## src/rtl/alu_seq.sv

```systemverilog
// alu_seq: registered multi-cycle ALU with valid/ready handshakes, flags and a sticky carry.
// Define ALU_SEQ_MUL_EN to enable the iterative shift-add multiplier on opcode 1101.
module alu_seq #(
    parameter int WIDTH = 8,
    localparam int SHW = $clog2(WIDTH)
) (
    input  logic             clk,
    input  logic             rst,
    input  logic             in_valid,
    output logic             in_ready,
    input  logic [WIDTH-1:0] a,
    input  logic [WIDTH-1:0] b,
    input  logic [3:0]       op,
    output logic             out_valid,
    input  logic             out_ready,
    output logic [WIDTH-1:0] result,
    output logic             carry,
    output logic             zero,
    output logic             neg,
    output logic             ovf,
    output logic             err,
    output logic             busy
);
    // Counter needs one extra bit so it can hold WIDTH for the multiplier.
    localparam int CW = SHW + 1;

    localparam logic [3:0] OP_ADD  = 4'h0;
    localparam logic [3:0] OP_SUB  = 4'h1;
    localparam logic [3:0] OP_AND  = 4'h2;
    localparam logic [3:0] OP_OR   = 4'h3;
    localparam logic [3:0] OP_XOR  = 4'h4;
    localparam logic [3:0] OP_NOT  = 4'h5;
    localparam logic [3:0] OP_SHL1 = 4'h6;
    localparam logic [3:0] OP_SHR1 = 4'h7;
    localparam logic [3:0] OP_ADC  = 4'h8;
    localparam logic [3:0] OP_SBB  = 4'h9;
    localparam logic [3:0] OP_SHL  = 4'hA;
    localparam logic [3:0] OP_SHR  = 4'hB;
    localparam logic [3:0] OP_ASR  = 4'hC;
`ifdef ALU_SEQ_MUL_EN
    localparam logic [3:0] OP_MUL  = 4'hD;
`endif

    typedef enum logic [1:0] {IDLE = 2'd0, BUSY = 2'd1, DONE = 2'd2} state_e;

    state_e           state_q, state_d;
    logic [WIDTH-1:0] work_q, work_d;
    logic [CW-1:0]    cnt_q, cnt_d;
    logic [3:0]       op_q, op_d;
    logic [WIDTH-1:0] result_q, result_d;
    logic             carry_q, carry_d, zero_q, zero_d, neg_q, neg_d;
    logic             ovf_q, ovf_d, err_q, err_d;
    logic             carry_flag_q, carry_flag_d;
`ifdef ALU_SEQ_MUL_EN
    logic [2*WIDTH-1:0] prod_q, prod_d, mcand_q, mcand_d;
    logic [WIDTH-1:0]   mplier_q, mplier_d;
`endif

    logic             cin;
    logic [WIDTH:0]   sum_ext, diff_ext;
    logic [SHW-1:0]   amt;
    logic             fin, fin_carry, fin_ovf, fin_err, shift_out;
    logic [WIDTH-1:0] fin_res;

    // The sticky carry only feeds ADC/SBB; ADD/SUB see a zero carry-in.
    always_comb begin
        cin      = (op == OP_ADC || op == OP_SBB) ? carry_flag_q : 1'b0;
        sum_ext  = {1'b0, a} + {1'b0, b} + {{WIDTH{1'b0}}, cin};
        diff_ext = {1'b0, a} - {1'b0, b} - {{WIDTH{1'b0}}, cin};
        amt      = b[SHW-1:0];
    end

    always_comb begin
        state_d      = state_q;
        work_d       = work_q;
        cnt_d        = cnt_q;
        op_d         = op_q;
        result_d     = result_q;
        carry_d      = carry_q;
        zero_d       = zero_q;
        neg_d        = neg_q;
        ovf_d        = ovf_q;
        err_d        = err_q;
        carry_flag_d = carry_flag_q;
        fin          = 1'b0;
        fin_res      = '0;
        fin_carry    = 1'b0;
        fin_ovf      = 1'b0;
        fin_err      = 1'b0;
        shift_out    = 1'b0;
`ifdef ALU_SEQ_MUL_EN
        prod_d       = prod_q;
        mcand_d      = mcand_q;
        mplier_d     = mplier_q;
`endif
        unique case (state_q)
            IDLE: begin
                if (in_valid) begin
                    op_d   = op;
                    work_d = a;
                    case (op)
                        OP_ADD, OP_ADC: begin
                            fin       = 1'b1;
                            fin_res   = sum_ext[WIDTH-1:0];
                            fin_carry = sum_ext[WIDTH];
                            fin_ovf   = (a[WIDTH-1] == b[WIDTH-1]) && (sum_ext[WIDTH-1] != a[WIDTH-1]);
                        end
                        OP_SUB, OP_SBB: begin
                            fin       = 1'b1;
                            fin_res   = diff_ext[WIDTH-1:0];
                            fin_carry = diff_ext[WIDTH];
                            fin_ovf   = (a[WIDTH-1] != b[WIDTH-1]) && (diff_ext[WIDTH-1] != a[WIDTH-1]);
                        end
                        OP_AND: begin fin = 1'b1; fin_res = a & b; end
                        OP_OR:  begin fin = 1'b1; fin_res = a | b; end
                        OP_XOR: begin fin = 1'b1; fin_res = a ^ b; end
                        OP_NOT: begin fin = 1'b1; fin_res = ~a; end
                        OP_SHL1: begin
                            fin       = 1'b1;
                            fin_res   = a << 1;
                            fin_carry = a[WIDTH-1];
                        end
                        OP_SHR1: begin
                            fin       = 1'b1;
                            fin_res   = a >> 1;
                            fin_carry = a[0];
                        end
                        OP_SHL, OP_SHR, OP_ASR: begin
                            cnt_d = {1'b0, amt};
                            if (amt == '0) begin
                                fin     = 1'b1;
                                fin_res = a;
                            end else begin
                                state_d = BUSY;
                            end
                        end
`ifdef ALU_SEQ_MUL_EN
                        OP_MUL: begin
                            prod_d   = '0;
                            mcand_d  = {{WIDTH{1'b0}}, a};
                            mplier_d = b;
                            cnt_d    = CW'(WIDTH);
                            state_d  = BUSY;
                        end
`endif
                        default: begin
                            fin     = 1'b1;
                            fin_err = 1'b1;
                        end
                    endcase
                end
            end
            BUSY: begin
                cnt_d = cnt_q - CW'(1);
                case (op_q)
                    OP_SHL: begin shift_out = work_q[WIDTH-1]; work_d = work_q << 1; end
                    OP_SHR: begin shift_out = work_q[0]; work_d = work_q >> 1; end
                    OP_ASR: begin shift_out = work_q[0]; work_d = {work_q[WIDTH-1], work_q[WIDTH-1:1]}; end
                    default: ;
                endcase
                fin_res   = work_d;
                fin_carry = shift_out;
`ifdef ALU_SEQ_MUL_EN
                if (op_q == OP_MUL) begin
                    prod_d    = prod_q + (mplier_q[0] ? mcand_q : '0);
                    mcand_d   = mcand_q << 1;
                    mplier_d  = mplier_q >> 1;
                    fin_res   = prod_d[WIDTH-1:0];
                    fin_carry = |prod_d[2*WIDTH-1:WIDTH];
                end
`endif
                if (cnt_q == CW'(1)) begin
                    fin = 1'b1;
                end
            end
            DONE: begin
                if (out_ready) begin
                    state_d = IDLE;
                end
            end
            default: state_d = IDLE;
        endcase

        // Flags and the sticky carry are captured once, on entry to DONE.
        if (fin) begin
            state_d  = DONE;
            result_d = fin_res;
            carry_d  = fin_carry;
            zero_d   = (fin_res == '0);
            neg_d    = fin_res[WIDTH-1];
            ovf_d    = fin_ovf;
            err_d    = fin_err;
            if (!fin_err) begin
                carry_flag_d = fin_carry;
            end
        end
    end

    always_ff @(posedge clk or posedge rst) begin
        if (rst) begin
            state_q      <= IDLE;
            work_q       <= '0;
            cnt_q        <= '0;
            op_q         <= '0;
            result_q     <= '0;
            carry_q      <= 1'b0;
            zero_q       <= 1'b0;
            neg_q        <= 1'b0;
            ovf_q        <= 1'b0;
            err_q        <= 1'b0;
            carry_flag_q <= 1'b0;
`ifdef ALU_SEQ_MUL_EN
            prod_q       <= '0;
            mcand_q      <= '0;
            mplier_q     <= '0;
`endif
        end else begin
            state_q      <= state_d;
            work_q       <= work_d;
            cnt_q        <= cnt_d;
            op_q         <= op_d;
            result_q     <= result_d;
            carry_q      <= carry_d;
            zero_q       <= zero_d;
            neg_q        <= neg_d;
            ovf_q        <= ovf_d;
            err_q        <= err_d;
            carry_flag_q <= carry_flag_d;
`ifdef ALU_SEQ_MUL_EN
            prod_q       <= prod_d;
            mcand_q      <= mcand_d;
            mplier_q     <= mplier_d;
`endif
        end
    end

    // Handshake: a transfer happens on a rising edge where valid and ready are both high.
    assign in_ready  = (state_q == IDLE) && !rst;
    assign out_valid = (state_q == DONE);
    assign busy      = (state_q != IDLE);
    assign result    = result_q;
    assign carry     = carry_q;
    assign zero      = zero_q;
    assign neg       = neg_q;
    assign ovf       = ovf_q;
    assign err       = err_q;
endmodule
```

## config.mk

```make
export PLATFORM = sky130hd
export DESIGN_NAME = alu_seq
export DESIGN_NICKNAME = d
export VERILOG_FILES = /design/src/rtl/alu_seq.sv
export SDC_FILE = /design/constraint.sdc
export NUM_CORES = 1
export LEC_CHECK = 0
export BUFFER_PORTS_ARGS = -buffer_cell sky130_fd_sc_hd__clkbuf_2
export CAP_MARGIN = 20
export CORE_MARGIN = 1.5
export CORE_UTILIZATION = 50
export CTS_CLUSTER_SIZE = 40
export DETAILED_ROUTE_END_ITERATION = 7
export GPL_TIMING_DRIVEN = 0
export MAX_ROUTING_LAYER = met4
export PLACE_DENSITY = 0.81
export RECOVER_POWER = 50
export SYNTH_ARGS = -nofsm -noshare
export SYNTH_HDL_FRONTEND = slang
export SYNTH_SLANG_ARGS = --single-unit
```

## constraint.sdc

```tcl
create_clock -name clk -period 5.85 [get_ports clk]
set_input_delay 1.17 -clock clk [delete_from_list [all_inputs] [get_ports clk]]
set_output_delay 1.17 -clock clk [all_outputs]
set_load 0.01 [all_outputs]
```

# After elaboration in Yosys (flattened, before gate mapping)
# Index checks and enable logic that the tools add are counted.
[word_totals] ff_bits=32 input_bits=24 output_inout_bits=16
[op_classes] add_sub_neg=5 eq_ne=29 muxes=32 bitwise=5 n_reduce_logical=21
[ops] operator="one-hot mux 8 bit (9 select lines)" n=1
[ops] operator="equality test 4 bit, second input constant" n=8
[ops] operator="one-hot mux 8 bit (2 select lines)" n=2
[ops] operator="2-to-1 mux 8 bit" n=3
[ops] operator="one-hot mux 8 bit (3 select lines)" n=1
[ops] operator="equality test 4 x 3 -> 1 bit, second input constant" n=4
[ops] operator="OR reduction 13 bit" n=1
[ops] operator="2-to-1 mux 1 bit" n=11
[ops] operator="2-to-1 mux 2 bit" n=5
[ops] operator="adder 8 x 8 -> 9 bit" n=1
[ops] operator="adder 9 x 1 -> 9 bit" n=1
[ops] operator="subtractor 8 x 8 -> 9 bit" n=1
[ops] operator="subtractor 9 x 1 -> 9 bit" n=1
[ops] operator="AND 8 bit" n=1
[ops] operator="equality test 4 x 1 -> 1 bit, second input constant" n=2
[ops] operator="equality test 4 x 2 -> 1 bit, second input constant" n=2
[ops] operator="logical NOT 8 bit" n=1
[ops] operator="2-to-1 mux 4 bit" n=2
[ops] operator="NOT 8 bit" n=1
[ops] operator="OR 8 bit" n=1
[ops] operator="one-hot mux 1 bit (2 select lines)" n=4
[ops] operator="one-hot mux 4 bit (2 select lines)" n=1
[ops] operator="XOR 8 bit" n=1
[ops] operator="inequality test 3 bit, second input constant" n=2
[ops] operator="other kinds (24)" n=34

# Depth between registers and ports, before layout
[logic_depth] ltp_word=9 ltp_mapped=14

# Worst setup path after synthesis
# OpenSTA, ideal clock, no wires.
[synth_timing] path_type="input to register" startpoint="in op[1]" endpoint="reg zero_q, in the netlist zero" setup_time_ns=0.103 arrival_ns=3.959 required_ns=5.747 slack_ns=1.788 cell_stages=13 path_buffers=1 cell_sequence="buf_2 > nor2_1 > nand3_1 > inv_1 > fa_1 > ha_1 > xor2_1 > a32o_1 > a32o_1 > a2111o_1 > a211oi_1 > nand4_1 > o41ai_2"
[synth_between] elab_chain_cells=8
[synth_lines] item="start: declaration" line="13" text="input logic [3:0] op,"
[synth_lines] item="equality test 4 bit" line="67, 101"
[synth_lines] item="logical OR 1 bit" line="67" text="cin = (op == OP_ADC || op == OP_SBB) ? carry_flag_q : 1'b0;"
[synth_lines] item="2-to-1 mux 1 bit" line="67"
[synth_lines] item="subtractor 9 x 1 -> 9 bit / adder 9 x 1 -> 9 bit (equally long branches)" line="69, 68"
[synth_lines] item="one-hot mux 8 bit (9 select lines)" line="101" text="case (op)"
[synth_lines] item="2-to-1 mux 8 bit" line="98" text="if (in_valid) begin"
[synth_lines] item="one-hot mux 8 bit (2 select lines)" line="96" text="unique case (state_q)"
[synth_lines] item="logical NOT 8 bit" line="189" text="zero_d = (fin_res == '0);"
[synth_lines] item="end signal: assignment" line="224" text="zero_q <= zero_d;"
[synth_lines] item="end: declaration" line="51" text="logic carry_q, carry_d, zero_q, zero_d, neg_q, neg_d;"
# Parallel ways exist; a longest one is shown, timed or not.
# A chain may end at the register's enable or synchronous reset.

# Worst setup path in the final report
# Same ends and word-level chain as after synthesis.

==> flow_summary.json <==
{
  "clockBufferDepth": 2,
  "htree_levels": 2,
  "grt_max_degree": 21,
  "final-hold-violation-count": 0,
  "core_mm2": 0.006422,
  "r2r_slack_ns": 2.60,
  "crit_path_max_fanout": 9,
  "grt_util_all_layers_pct": 28.53,
  "syn_to_final_growth_pct": 11.55,
  "max_stage_delay_ns": 0.47,
  "power.density_mw_per_mm2": 362.5,
  "vdd_drop_max_uv": 261.3,
  "critPathTopFamily": "compound AO/OA/AOI/OAI gates",
  "synth-main-ff-cell": "dfrtp_1",
  "cp_slowest_cell": "fa_1",
  "root_buffer": "clkbuf_8",
  "synth_area_mm2": 0.003357,
  "grt_overflow": 0,
  "antenna_found_initial": 0,
  "post-route-period-util_pct": 74.53,
  "nets": 514,
  "die_w_um": 84.94,
  "period_minus_slack_ns": 4.360,
  "total_power_mw": 1.357,
  "holdBufCountCts": 0,
  "critPathKind": "in -> reg",
  "cp.depth": 13,
  "io-pin-count": 40,
  "cts_tree": "done",
  "reg2reg_to": "zero$_DFFE_PP0P_",
  "synthTopCellsByArea": "dfrtp_1 23%, ha_1 12%, nand2_1 4.1%",
  "r2r.worst_path.cells": 11,
  "drive_above_1_share_pct": 14.07,
  "postSynthAreaPerCell_um2": 8.208,
  "cap_violations": 0,
  "cts.clk_slew.worst_paths_ns": 0.07,
  "ys_top_cells_by_count": "37 x nand2_1, 36 x nor2_1, 35 x inv_1",
  "cp-end-kind": "flip-flop",
  "drt_iter0_drc": 433,
  "synthesis.nets": 469,
  "grt_pass1_vias": 3170,
  "critPathLaunchType": "primary input",
  "synth-async-reset-ratio_pct": 100.0,
  "arrival_ns": 4.55,
  "cpMostUsedCell": "a32o_1",
  "fin_setup_tns_ns": 0,
  "synth_most_common_cell": "nand2_1",
  "endpoint": "zero$_DFFE_PP0P_",
  "cts_resized": 0,
  "wl_per_cell_um": 18.30,
  "placed_area_mm2": 0.003666,
  "gp_congestion": 0.9752,
  "clock_sinks": 31,
  "grt_first_pass_wirelength_mm": 15.90,
  "die_y_um": 84.94,
  "drcViolationCount": 2,
  "final-setup-viol-count": 0,
  "rows": 29,
  "drt_pass1_iterations": 8,
  "rr_startpoint": "carry_flag_q$_DFFE_PP0P_",
  "hold_class": "reg -> reg",
  "post_cts_buffers": 0,
  "io_buffers": 37,
  "start_util_pct": 52.27,
  "slew_headroom_pct": 25.23,
  "fin_worst_skew_ns": 0.005751,
  "worst_pin_slew_ns": 1.119,
  "synth_warnings": 0,
  "cp_num_buf_inv": 2,
  "drt_wl_total_mm": 9.737,
  "stdcell_area_mm2": 0.003745,
  "dpl.hpwl_mm": 7.618,
  "synth-edff-count": 0,
  "holdPathStages": 1,
  "insertion_delay_ns": 0.29,
  "rsz0062_at_grt": "no",
  "power_leakage_nw": 1.752,
  "status": "finished, violations left",
  "ys_seq_area_share_pct": 23.11,
  "yosysTopAreaCell": "dfrtp_1",
  "ys_types": 64,
  "ant_nets": 0,
  "cts_buffers": 5,
  "crit_chain": "buf_2, nor2_1, nand3_1, inv_1, fa_1, ha_1, xor2_1, a32o_1, a32o_1, a2111o_1, a211oi_1, nand4_1, o41ai_2",
  "startpoint": "op[1]",
  "ys_seq_elements": 31,
  "critPathRequiredTime_ns": 6.04,
  "viasPerCell": 6.406,
  "synth_cells": 409,
  "vias": 3408,
  "slew_viol_final": 0,
  "synth.top_cell.area_share_pct": 23.11,
  "clock.fmax_mhz": 229.4,
  "failed_checks": "DRC",
  "die_area_mm2": 0.007215,
  "num_antenna_cells": 0
}
## per-layer routing
layer  GRT usage (%)  share of wire [%]  vias up
met2           44.01                 45      158
met4           8.197                2.9        0
met3           4.086                6.7       32
met5               -                  0        -
li1                -                  -     1578
met1           39.18                 45     1640
## state kept, by name (all words and copies together), names as in the netlist
name,cells
cnt_q,4
carry,1
zero,1
result,8
work_q,8
err,1
carry_flag_q,1
op_q,4
state_q,2
ovf,1
## where the power goes
| group | switching [mW] | total [mW] | leakage (nW) | internal, mW |
|---|---|---|---|---|
| clock network | 0.0835 | 0.221 | 0.0612 | 0.138 |
| logic | 0.430 | 0.735 | 1.31 | 0.305 |
| registers | 0.0847 | 0.401 | 0.380 | 0.316 |
## final cells by class
type,count,area [um^2]
timing repair buffer,38,180.2
multi-input combinational,318,2317
fill,600,2678
clock inverter,2,35.03
clock buffer,6,82.58
buffer,25,126.4
inverter,35,131.4
tap,77,96.34
sequential,31,775.7
## cell families after synthesis
kind of cell | after synthesis | synth area share, %
adder cells (fa/ha/maj) | 36 | 14.31
AND/OR/NAND/NOR | 130 | 19.94
buffers and inverters | 60 | 7.715
flip-flops | 31 | 23.11
AO/OA/AOI/OAI | 128 | 26.39
multiplexers | 13 | 5.255
XOR/XNOR | 11 | 3.280
## placed cells by master, fill, tap and decap left out, types with 6 or more instances in the layout
master,count
dfrtp_1,31
a21o_1,6
a21oi_1,26
o21ai_0,27
ha_1,32
inv_1,35
buf_2,8
nand2b_1,7
a31oi_1,8
clkbuf_1,20
nor2b_1,8
nor2_1,36
nor3_1,9
mux2i_1,6
a222oi_1,6
clkbuf_8,6
xnor2_1,6
clkbuf_2,30
nand2_1,37
nor3b_1,7
## worst min path at each step
stage                                endpoint  slack [ns]           startpoint
after floorplan           op_q[2]$_DFFE_PP0P_        0.47  op_q[2]$_DFFE_PP0P_
after detailed placement      err$_DFFE_PP0P_        0.46      err$_DFFE_PP0P_
final                         err$_DFFE_PP0P_        0.48      err$_DFFE_PP0P_
after global routing          err$_DFFE_PP0P_        0.50      err$_DFFE_PP0P_
after global placement        err$_DFFE_PP0P_        0.46      err$_DFFE_PP0P_
after CTS                     err$_DFFE_PP0P_        0.48      err$_DFFE_PP0P_
## per-stage QoR
step / cells / util [%] / worst slack (ns) / hold slack [ns]
after CTS: 532 / 58.91 / 1.546 / 0.4799
after floorplan: 409 / - / 1.788 / 0.4693
final: 532 / 58.31 / 1.490 / 0.4753
after global routing: 532 / 58.31 / 1.224 / 0.5021
after global placement: 523 / 56.65 / 1.226 / 0.4606
after detailed placement: 524 / 57.08 / 1.274 / 0.4645
Note: power is estimated with default switching activity, not from simulation.
